===== src/rtl/blink_pkg.sv =====
// Shared definitions for the blink monitor and its companion LED blinker.
//   blink_mon_state_e : monitor FSM encoding
//   BLINK_CBITS_DEF   : default interval counter width, matched by the blinker
package blink_pkg;

    typedef enum logic [1:0] {
        IDLE,
        ACQ,
        LOCKED,
        STUCK
    } blink_mon_state_e;

    localparam int unsigned BLINK_CBITS_DEF = 27;

endpackage


===== src/rtl/blink_edge_sync.sv =====
// Input conditioning for the blink monitor: a 2-flop synchronizer followed by
// edge detection. Build option BLINK_MON_GLITCH_FILTER_EN adds a filter that
// requires the synchronized level to hold for FILT cycles before an edge is
// reported.
// Ports:
//   clk    in  clock
//   rst    in  asynchronous active-high reset
//   led_in in  raw blink line, asynchronous to clk
//   edge_p out one-cycle pulse per accepted toggle of led_in
module blink_edge_sync
    import blink_pkg::*;
`ifdef BLINK_MON_GLITCH_FILTER_EN
#(
    parameter int unsigned FILT = 3
)
`endif
(
    input  logic clk,
    input  logic rst,
    input  logic led_in,
    output logic edge_p
);

    logic sync1;
    logic sync2;

    always_ff @(posedge clk or posedge rst) begin
        if (rst) begin
            sync1 <= 1'b0;
            sync2 <= 1'b0;
        end else begin
            sync1 <= led_in;
            sync2 <= sync1;
        end
    end

`ifdef BLINK_MON_GLITCH_FILTER_EN
    localparam int unsigned RBITS = $clog2(FILT + 1);

    // level: last accepted line level. run: cycles sync2 has already differed
    // from it. The edge fires on the FILT-th consecutive differing cycle.
    logic             level;
    logic [RBITS-1:0] run;
    logic             differ;
    logic             ripe;

    always_comb begin
        differ = (sync2 != level);
        ripe   = (run == RBITS'(FILT - 1));
        edge_p = differ && ripe;
    end

    always_ff @(posedge clk or posedge rst) begin
        if (rst) begin
            level <= 1'b0;
            run   <= '0;
        end else if (!differ) begin
            run <= '0;
        end else if (ripe) begin
            level <= sync2;
            run   <= '0;
        end else begin
            run <= run + RBITS'(1);
        end
    end
`else
    logic prev;

    always_ff @(posedge clk or posedge rst) begin
        if (rst) begin
            prev <= 1'b0;
        end else begin
            prev <= sync2;
        end
    end

    always_comb begin
        edge_p = sync2 ^ prev;
    end
`endif

endmodule


===== src/rtl/blink_monitor.sv =====
// Receive-side monitor for a blinking status line. Measures the interval
// between accepted toggles (half period), declares lock after LOCK_N
// consecutive measurements agree within TOL cycles, and flags a stuck line
// when the interval counter saturates without a toggle.
// Build option: BLINK_MON_GLITCH_FILTER_EN enables the FILT-cycle glitch
// filter in the input path (FILT is otherwise unused).
// Ports:
//   clk         in  clock
//   rst         in  asynchronous active-high reset
//   led_in      in  blink line, asynchronous to clk
//   half_period out last published interval between accepted toggles, cycles
//   period_vld  out one-cycle pulse when half_period is updated
//   locked      out high in LOCKED state
//   stuck       out high in STUCK state
module blink_monitor
    import blink_pkg::*;
#(
    parameter int unsigned CBITS  = BLINK_CBITS_DEF,
    parameter int unsigned TOL    = 2,
    parameter int unsigned LOCK_N = 4,
    parameter int unsigned FILT   = 3
)(
    input  logic             clk,
    input  logic             rst,
    input  logic             led_in,
    output logic [CBITS-1:0] half_period,
    output logic             period_vld,
    output logic             locked,
    output logic             stuck
);

    localparam int unsigned MBITS = $clog2(LOCK_N + 1);

    if (CBITS < 2) begin : g_bad_cbits
        $error("blink_monitor: CBITS must be at least 2");
    end
    if (LOCK_N < 1) begin : g_bad_lock_n
        $error("blink_monitor: LOCK_N must be at least 1");
    end
    if (FILT < 1) begin : g_bad_filt
        $error("blink_monitor: FILT must be at least 1");
    end

    logic edge_p;

`ifdef BLINK_MON_GLITCH_FILTER_EN
    blink_edge_sync #(
        .FILT (FILT)
    ) u_edge_sync (
        .clk    (clk),
        .rst    (rst),
        .led_in (led_in),
        .edge_p (edge_p)
    );
`else
    blink_edge_sync u_edge_sync (
        .clk    (clk),
        .rst    (rst),
        .led_in (led_in),
        .edge_p (edge_p)
    );
`endif

    blink_mon_state_e state, state_n;
    logic [CBITS-1:0] cnt, cnt_n;
    logic [CBITS-1:0] prev_m, prev_m_n;
    logic             prev_vld, prev_vld_n;
    logic [MBITS-1:0] match_cnt, match_cnt_n;
    logic [MBITS-1:0] match_inc;
    logic [CBITS-1:0] m;
    logic [CBITS:0]   diff;
    logic [CBITS:0]   adiff;
    logic             sat;
    logic             match;
    logic             publish;

    always_comb begin
        sat = (cnt == '1);
        m   = sat ? '1 : cnt + CBITS'(1);

        // One extra bit so the difference of two unsigned CBITS values never
        // wraps; the top bit is then a true sign.
        diff  = {1'b0, m} - {1'b0, prev_m};
        adiff = diff[CBITS] ? ('0 - diff) : diff;
        match = prev_vld && (adiff <= (CBITS + 1)'(TOL));

        match_inc = match ? match_cnt + MBITS'(1) : MBITS'(1);

        state_n     = state;
        prev_m_n    = prev_m;
        prev_vld_n  = prev_vld;
        match_cnt_n = match_cnt;
        publish     = 1'b0;

        if (edge_p) begin
            cnt_n = '0;
        end else if (sat) begin
            cnt_n = cnt;
        end else begin
            cnt_n = cnt + CBITS'(1);
        end

        // An edge always takes priority over saturation in the same cycle.
        case (state)
            IDLE: begin
                if (edge_p) begin
                    state_n     = ACQ;
                    prev_vld_n  = 1'b0;
                    match_cnt_n = '0;
                end else if (sat) begin
                    state_n     = STUCK;
                    prev_vld_n  = 1'b0;
                    match_cnt_n = '0;
                end
            end
            ACQ: begin
                if (edge_p) begin
                    publish     = 1'b1;
                    prev_m_n    = m;
                    prev_vld_n  = 1'b1;
                    match_cnt_n = match_inc;
                    if (match_inc >= MBITS'(LOCK_N)) begin
                        state_n = LOCKED;
                    end
                end else if (sat) begin
                    state_n     = STUCK;
                    prev_vld_n  = 1'b0;
                    match_cnt_n = '0;
                end
            end
            LOCKED: begin
                if (edge_p) begin
                    publish    = 1'b1;
                    prev_m_n   = m;
                    prev_vld_n = 1'b1;
                    if (!match) begin
                        match_cnt_n = MBITS'(1);
                        state_n     = ACQ;
                    end
                end else if (sat) begin
                    state_n     = STUCK;
                    prev_vld_n  = 1'b0;
                    match_cnt_n = '0;
                end
            end
            STUCK: begin
                // First toggle after a stuck period only restarts timing.
                if (edge_p) begin
                    state_n     = ACQ;
                    prev_vld_n  = 1'b0;
                    match_cnt_n = '0;
                end
            end
            default: begin
                state_n = IDLE;
            end
        endcase
    end

    always_ff @(posedge clk or posedge rst) begin
        if (rst) begin
            state       <= IDLE;
            cnt         <= '0;
            prev_m      <= '0;
            prev_vld    <= 1'b0;
            match_cnt   <= '0;
            half_period <= '0;
            period_vld  <= 1'b0;
            locked      <= 1'b0;
            stuck       <= 1'b0;
        end else begin
            state      <= state_n;
            cnt        <= cnt_n;
            prev_m     <= prev_m_n;
            prev_vld   <= prev_vld_n;
            match_cnt  <= match_cnt_n;
            period_vld <= publish;
            if (publish) begin
                half_period <= m;
            end
            locked <= (state_n == LOCKED);
            stuck  <= (state_n == STUCK);
        end
    end

    a_lock_stuck_excl : assert property (@(posedge clk) disable iff (rst) !(locked && stuck));

endmodule


===== config.mk =====
export PLATFORM = sky130hd
export DESIGN_NAME = blink_monitor
export DESIGN_NICKNAME = d
export VERILOG_FILES = /design/src/rtl/blink_pkg.sv /design/src/rtl/blink_edge_sync.sv /design/src/rtl/blink_monitor.sv
export SDC_FILE = /design/constraint.sdc
export NUM_CORES = 1
export LEC_CHECK = 0
export CORE_MARGIN = 2
export CORE_UTILIZATION = 51
export DETAILED_ROUTE_END_ITERATION = 8
export PLACE_DENSITY = 0.7
export SLEW_MARGIN = 20
export SYNTH_ARGS = -nofsm -noshare
export SYNTH_HDL_FRONTEND = slang
export SYNTH_SLANG_ARGS = --single-unit

===== constraint.sdc =====
create_clock -name clk -period 11.9 [get_ports clk]
set_input_delay 2.38 -clock clk [delete_from_list [all_inputs] [get_ports clk]]
set_output_delay 2.38 -clock clk [all_outputs]
set_load 0.005 [all_outputs]

==> impl_metrics.yaml, run 1 <==
status:
  status: "completed"
clock_tree:
  htree_levels: 3
  cts_hold_buffers: 0
  clk_latency_ns: 0.35
  cts-resized-gates: 0
  root_buffer: "clkbuf_16"
  cts_tree: "built"
  cts_buffers: 9
  clk_pin_slew_worst_paths_ns: 0.06
  clock_sinks: 66
  cts.path.max_buffers: 2
  cts_setup_buffers: 0
timing:
  rsz0062_at_grt: "false"
  hold_viol: 0
  worst_pin_slew_ns: 0.9698
  period_share_pct: 62.22
  setup_viol: 0
  skew_ns: 0.01058
  fin_crit_ns: 7.405
  tns_ns: 0
  slew_violations: 0
  whs_ns: 0.3523
  max_freq_mhz: 135.1
  max-slew-margin-rel_pct: 34.88
synth:
  ys_warn_count: 0
  postSynthAreaPerCell_um2: 7.643
  syn_inst: 823
  async_flop_share_pct: 100.0
  post-synth-top-area-fraction_pct: 26.26
  syn_area_um2: 6290
  synth_cell_type_count: 93
  synth_edf_count: 0
  ys_seq_area_share_pct: 26.26
  synth_area_leaders: "dfrtp_1 (26%), ha_1 (6.8%), nor2_1 (6.7%)"
  yosys_most_used_dff: "dfrtp_1"
  ys_seq_elements: 66
  synth_top_area_cell: "dfrtp_1"
  syn_nets: 861
worst_setup_path:
  worstSetupStartpointType: "flop"
  critical_path_class: "flop to flop"
  crit_end: "match_cnt[0]$_DFFE_PP0P_"
  required_ns: 12.12
  r2r_slack_ns: 4.50
  critPathCaptureType: "flop"
  reg2reg_depth: 23
  arrival_ns: 7.63
  regToRegEndpoint: "match_cnt[0]$_DFFE_PP0P_"
  cp_max_fo: 18
  cp-startpoint: "cnt[0]$_DFFE_PP0P_"
  timing.rr.start: "cnt[0]$_DFFE_PP0P_"
route:
  vias_per_cell: 6.358
  finalWirelength_mm: 17.65
  drc: 0
  drt_iter0_drc: 571
  wire_per_inst_um: 17.85
  drtAntennaViolNets: 0
  vias: 6288
  first_pass_iters: 5
global_route:
  antenna_found_initial: 0
  track_usage_pct: 28.16
  grt_max_degree: 67
  grt_pass1_wl_mm: 29.73
  overflow: 0
  grt_pass1_vias: 5954
layout:
  utilization_pct: 58.59
  area_growth_pct: 11.90
  final_cell_mix: "nor2_1 (113), a21oi_1 (75), nand2_1 (73)"
  final_nets: 875
  stdcell_count: 989
  layout_commonest_cell: "nor2_1"
  drive_above_1_share_pct: 7.482
  final_area_um2: 7038
  diodes: 0
  fillerInstances: 1075
hold_path:
  worstHoldStart: "u_edge_sync.sync1$_DFF_PP0_"
  hold_class: "flop to flop"
floorplanning:
  initial_core_util_pct: 52.36
  die_y_um: 115.1
  die_x_um: 115.1
  die_area_um2: 13240
  ios: 33
  rows: 40
  core_um2: 12010
power_and_ir_drop:
  ir_drop_mv: 0.1519
  p_per_area_nw_per_um2: 236.0
  p_leak_nw: 3.229
placed_design:
  place.gp.congestion: 0.9705
  portBuffers: 32
  dp.cells: 973
  placed_cell_area_um2: 6700
  post-dp-hpwl_mm: 13.52
run:
  maxCapViolations: 0
[cell usage after synthesis (3+ instances only)]
master,number
nand2b_1,7
buf_2,4
a2111oi_0,3
a21oi_1,75
o221ai_1,3
ha_1,34
or3_1,5
inv_1,67
nor2b_1,4
nand2_1,73
xnor2_1,19
and3_1,13
clkbuf_1,25
a21boi_0,3
o21ai_0,41
mux2i_1,4
nor3_1,25
a21o_1,12
a211oi_1,6
o211a_1,4
nand3_1,19
o22ai_1,8
and2_1,17
nand4_1,20
a41o_1,3
o2111ai_1,3
o32ai_1,3
o21a_1,10
and4_1,6
a31oi_1,7
nor4_1,7
dfrtp_1,66
xor2_1,16
o21ai_1,3
or2_2,9
nor2_1,113
buf_1,3
o211ai_1,8
a221oi_1,3
[how the worst min path moves through the flow]
stage	cells after the start	slack, ns	endpoint
after floorplan	0	0.33	u_edge_sync.sync2$_DFF_PP0_
after global placement	0	0.34	u_edge_sync.sync2$_DFF_PP0_
after detailed placement	0	0.34	u_edge_sync.sync2$_DFF_PP0_
after CTS	0	0.35	u_edge_sync.sync2$_DFF_PP0_
after global routing	0	0.37	u_edge_sync.sync2$_DFF_PP0_
final	0	0.35	u_edge_sync.sync2$_DFF_PP0_
[where the power goes]
| part | internal, mW | total (mW) | switching (mW) |
|---|---|---|---|
| logic | 0.398 | 1.02 | 0.626 |
| clock network | 0.196 | 0.298 | 0.103 |
| registers | 0.285 | 0.338 | 0.0530 |
| total | 0.879 | 1.66 | 0.782 |
[registers in the layout, summed over array words and instances, names as in the netlist]
name	flops
cnt	27
half_period	27
locked	1
match_cnt	3
period_vld	1
prev_vld	1
state	2
stuck	1
u_edge_sync.prev	1
u_edge_sync.sync1	1
u_edge_sync.sync2	1
[layer usage]
layer	track usage, %	share of wire (%)
met5	0	0
met4	7.791	2.0
met3	5.166	6.3
met2	42.78	44
met1	41.21	48
[area by class of cell]
type | count | area, µm² | area share, %
clock buffer | 11 | 252.7 | 3.591
clock inverter | 5 | 85.08 | 1.209
inverter | 67 | 251.5 | 3.573
multi-input combinational | 658 | 4270 | 60.68
sequential | 66 | 1652 | 23.47
tap | 147 | 183.9 | 2.613
timing repair buffer | 35 | 342.8 | 4.871
[per-stage QoR]
stage	total power [mW]	setup WS, ns
finish	1.661	4.495
global route	1.790	3.980
CTS	1.649	4.611
floorplan	1.048	5.902
global placement	1.331	4.950
detailed placement	1.340	4.654
[worst max-delay path, stage by stage, from the launching register on]
cell	delay, ns
dfrtp_1	0.37
ha_1	0.20
nand3_1	0.16
nor4_1	0.62
and2_1	0.26
nand2_1	0.12
nor2_1	0.20
and3_1	0.22
nand2_1	0.39
and2_1	0.33
inv_1	0.06
ha_1	0.31
a21o_4	0.29
a221oi_1	0.49
o21ai_0	0.21
xnor2_1	0.76
nand3_1	0.37
nor4_4	0.51
nor4b_4	0.31
mux2i_1	0.28
o211a_1	0.23
nand4_4	0.16
a2111oi_2	0.32
o22ai_1	0.11
[cell families after synthesis]
kind of cell,after synthesis,share of synthesized area [%]
flops,66,26.26
mux,4,0.6366
compound gates,242,26.50
fa+ha+maj,35,7.082
buf+inv,99,5.988
simple gates,338,27.27
xor+xnor,39,6.266
Power figures use the tool's default switching activity.
==> run 2: changes to the inputs <==
clock period = 7.76 ns   (was 11.9 ns; I/O delays follow)
==> run 2 against run 1 <==
  * Via count decreased by 0.17%
  * Die area unchanged
  * Setup slack got worse by 3.8 ns
  * Wire length decreased by 0.44%
==> impl_metrics.yaml, run 2 (same netlist as run 1, synthesis figures left out) <==
floorplanning:
  die_x_um: 115.1
  ios: 33
  rows: 40
  initial_core_util_pct: 52.36
  die_area_um2: 13240
  core_um2: 12010
  die_y_um: 115.1
layout:
  area_growth_pct: 11.70
  drive_above_1_share_pct: 7.811
  top_regs: "cnt x27, half_period x27, match_cnt x3"
  diodes: 0
  final_nets: 878
  layout_commonest_cell: "nor2_1"
  fillerInstances: 1094
  final_cell_mix: "nor2_1 (113), a21oi_1 (75), nand2_1 (73)"
placed_design:
  portBuffers: 32
  place.gp.congestion: 0.9439
  post-dp-hpwl_mm: 13.50
timing:
  skew_ns: 0.008533
  period_share_pct: 91.13
  worst_pin_slew_ns: 0.9489
  rsz0062_at_grt: "false"
  whs_ns: 0.3660
  max-slew-margin-rel_pct: 36.74
  hold_viol: 0
  slew_violations: 0
  setup_viol: 0
  tns_ns: 0
  max_freq_mhz: 141.4
  fin_crit_ns: 7.072
global_route:
  grt_pass1_vias: 6072
  antenna_found_initial: 0
  track_usage_pct: 28.39
  grt_pass1_wl_mm: 30.33
  grt_max_degree: 67
  overflow: 0
worst_setup_path:
  required_ns: 7.97
  timing.rr.start: "cnt[0]$_DFFE_PP0P_"
  cp-startpoint: "cnt[0]$_DFFE_PP0P_"
  arrival_ns: 7.28
  cp_max_fo: 18
  critical_path_class: "flop to flop"
  critPathCaptureType: "flop"
  worstSetupStartpointType: "flop"
clock_tree:
  clk_latency_ns: 0.33
  root_buffer: "clkbuf_16"
  cts.path.max_buffers: 2
  clk_pin_slew_worst_paths_ns: 0.06
  cts_buffers: 9
  cts_tree: "built"
  clock_sinks: 66
  cts_hold_buffers: 0
  cts_setup_buffers: 0
  htree_levels: 3
  cts-resized-gates: 0
route:
  vias_per_cell: 6.328
  vias: 6277
  wire_per_inst_um: 17.71
  drtAntennaViolNets: 0
  drc: 0
  drt_iter0_drc: 479
  finalWirelength_mm: 17.57
  first_pass_iters: 5
power_and_ir_drop:
  p_per_area_nw_per_um2: 357.6
  p_leak_nw: 3.229
  ir_drop_mv: 0.2481
status:
  status: "completed"
hold_path:
  hold_class: "flop to flop"
  worstHoldStart: "u_edge_sync.sync1$_DFF_PP0_"
run:
  maxCapViolations: 0
-- run 2: cell types whose count changed in the layout (fill, tap and decap cells not counted) --
cell | before | now
bufinv_16 | 2 | 1
buf_4 | 3 | 6
clkinv_2 | 0 | 1
clkbuf_8 | 2 | 0
clkinv_4 | 1 | 3
-- run 2: critical path, stage by stage (launching register included) --
cell,delay [ns]
dfrtp_1,0.38
ha_1,0.19
nand3_1,0.16
nor4_1,0.55
and2_1,0.25
nand2_1,0.11
nor2_1,0.19
and3_1,0.22
nand2_1,0.37
and2_1,0.33
inv_1,0.06
ha_1,0.31
a21o_4,0.28
a221oi_1,0.41
o21ai_0,0.18
xnor2_1,0.69
nand3_1,0.38
nor4_4,0.48
nor4b_4,0.31
mux2i_1,0.26
o211a_1,0.23
nand4_4,0.16
a2111oi_2,0.31
o22ai_1,0.11
-- run 2: cell type report --
class                      instances  area (µm²)  share of cell area, %
multi-input combinational        658        4270                  60.78
sequential                        66        1652                  23.51
timing repair buffer              38       365.4                  5.200
inverter                          67       251.5                  3.580
clock buffer                       9       225.2                  3.206
tap                              147       183.9                  2.618
clock inverter                     7       77.57                  1.104
-- run 2: metal layers --
layer	global-route usage, %	up-vias	share of wire (%)
met4	8.193	0	1.7
met1	41.59	2977	46
met3	5.271	36	7.1
met5	0	-	0
met2	42.90	261	45
li1	-	3003	-
-- run 2: report_power, final --
part / switching (mW) / leakage [nW] / internal (mW)
registers: 0.0809 / 0.852 / 0.437
logic: 0.964 / 2.23 / 0.617
clock network: 0.162 / 0.146 / 0.251
-- run 2: stage by stage --
| step | utilization, % | area [µm²] | worst slack [ns] | total power, mW | instances |
|---|---|---|---|---|---|
| 3_3_place_gp | 55.97 | 6723 | 0.9252 | 2.055 | 976 |
| 3_5_place_dp | 55.97 | 6723 | 0.7560 | 2.071 | 976 |
| 5_1_grt | 58.49 | 7025 | 0.08731 | 2.724 | 992 |
| 2_1_floorplan | - | 6290 | 1.762 | 1.607 | 823 |
| 6_report | 58.49 | 7025 | 0.6881 | 2.512 | 992 |
| 4_1_cts | 58.49 | 7025 | 0.7228 | 2.505 | 992 |
-- run 2: final timing paths --
| path | to | slack, ns | cells past startpoint |
|---|---|---|---|
| worst max register to register | match_cnt[0]$_DFFE_PP0P_ | 0.69 | 23 |
| worst min-delay path | u_edge_sync.sync2$_DFF_PP0_ | 0.37 | 0 |
| worst min register to register | u_edge_sync.sync2$_DFF_PP0_ | 0.37 | 0 |
| max in group asynchronous | half_period[0]$_DFFE_PP0P_ | 5.45 | 3 |
| worst max-delay path | match_cnt[0]$_DFFE_PP0P_ | 0.69 | 23 |
| min in group asynchronous | cnt[18]$_DFFE_PP0P_ | 1.78 | 3 |
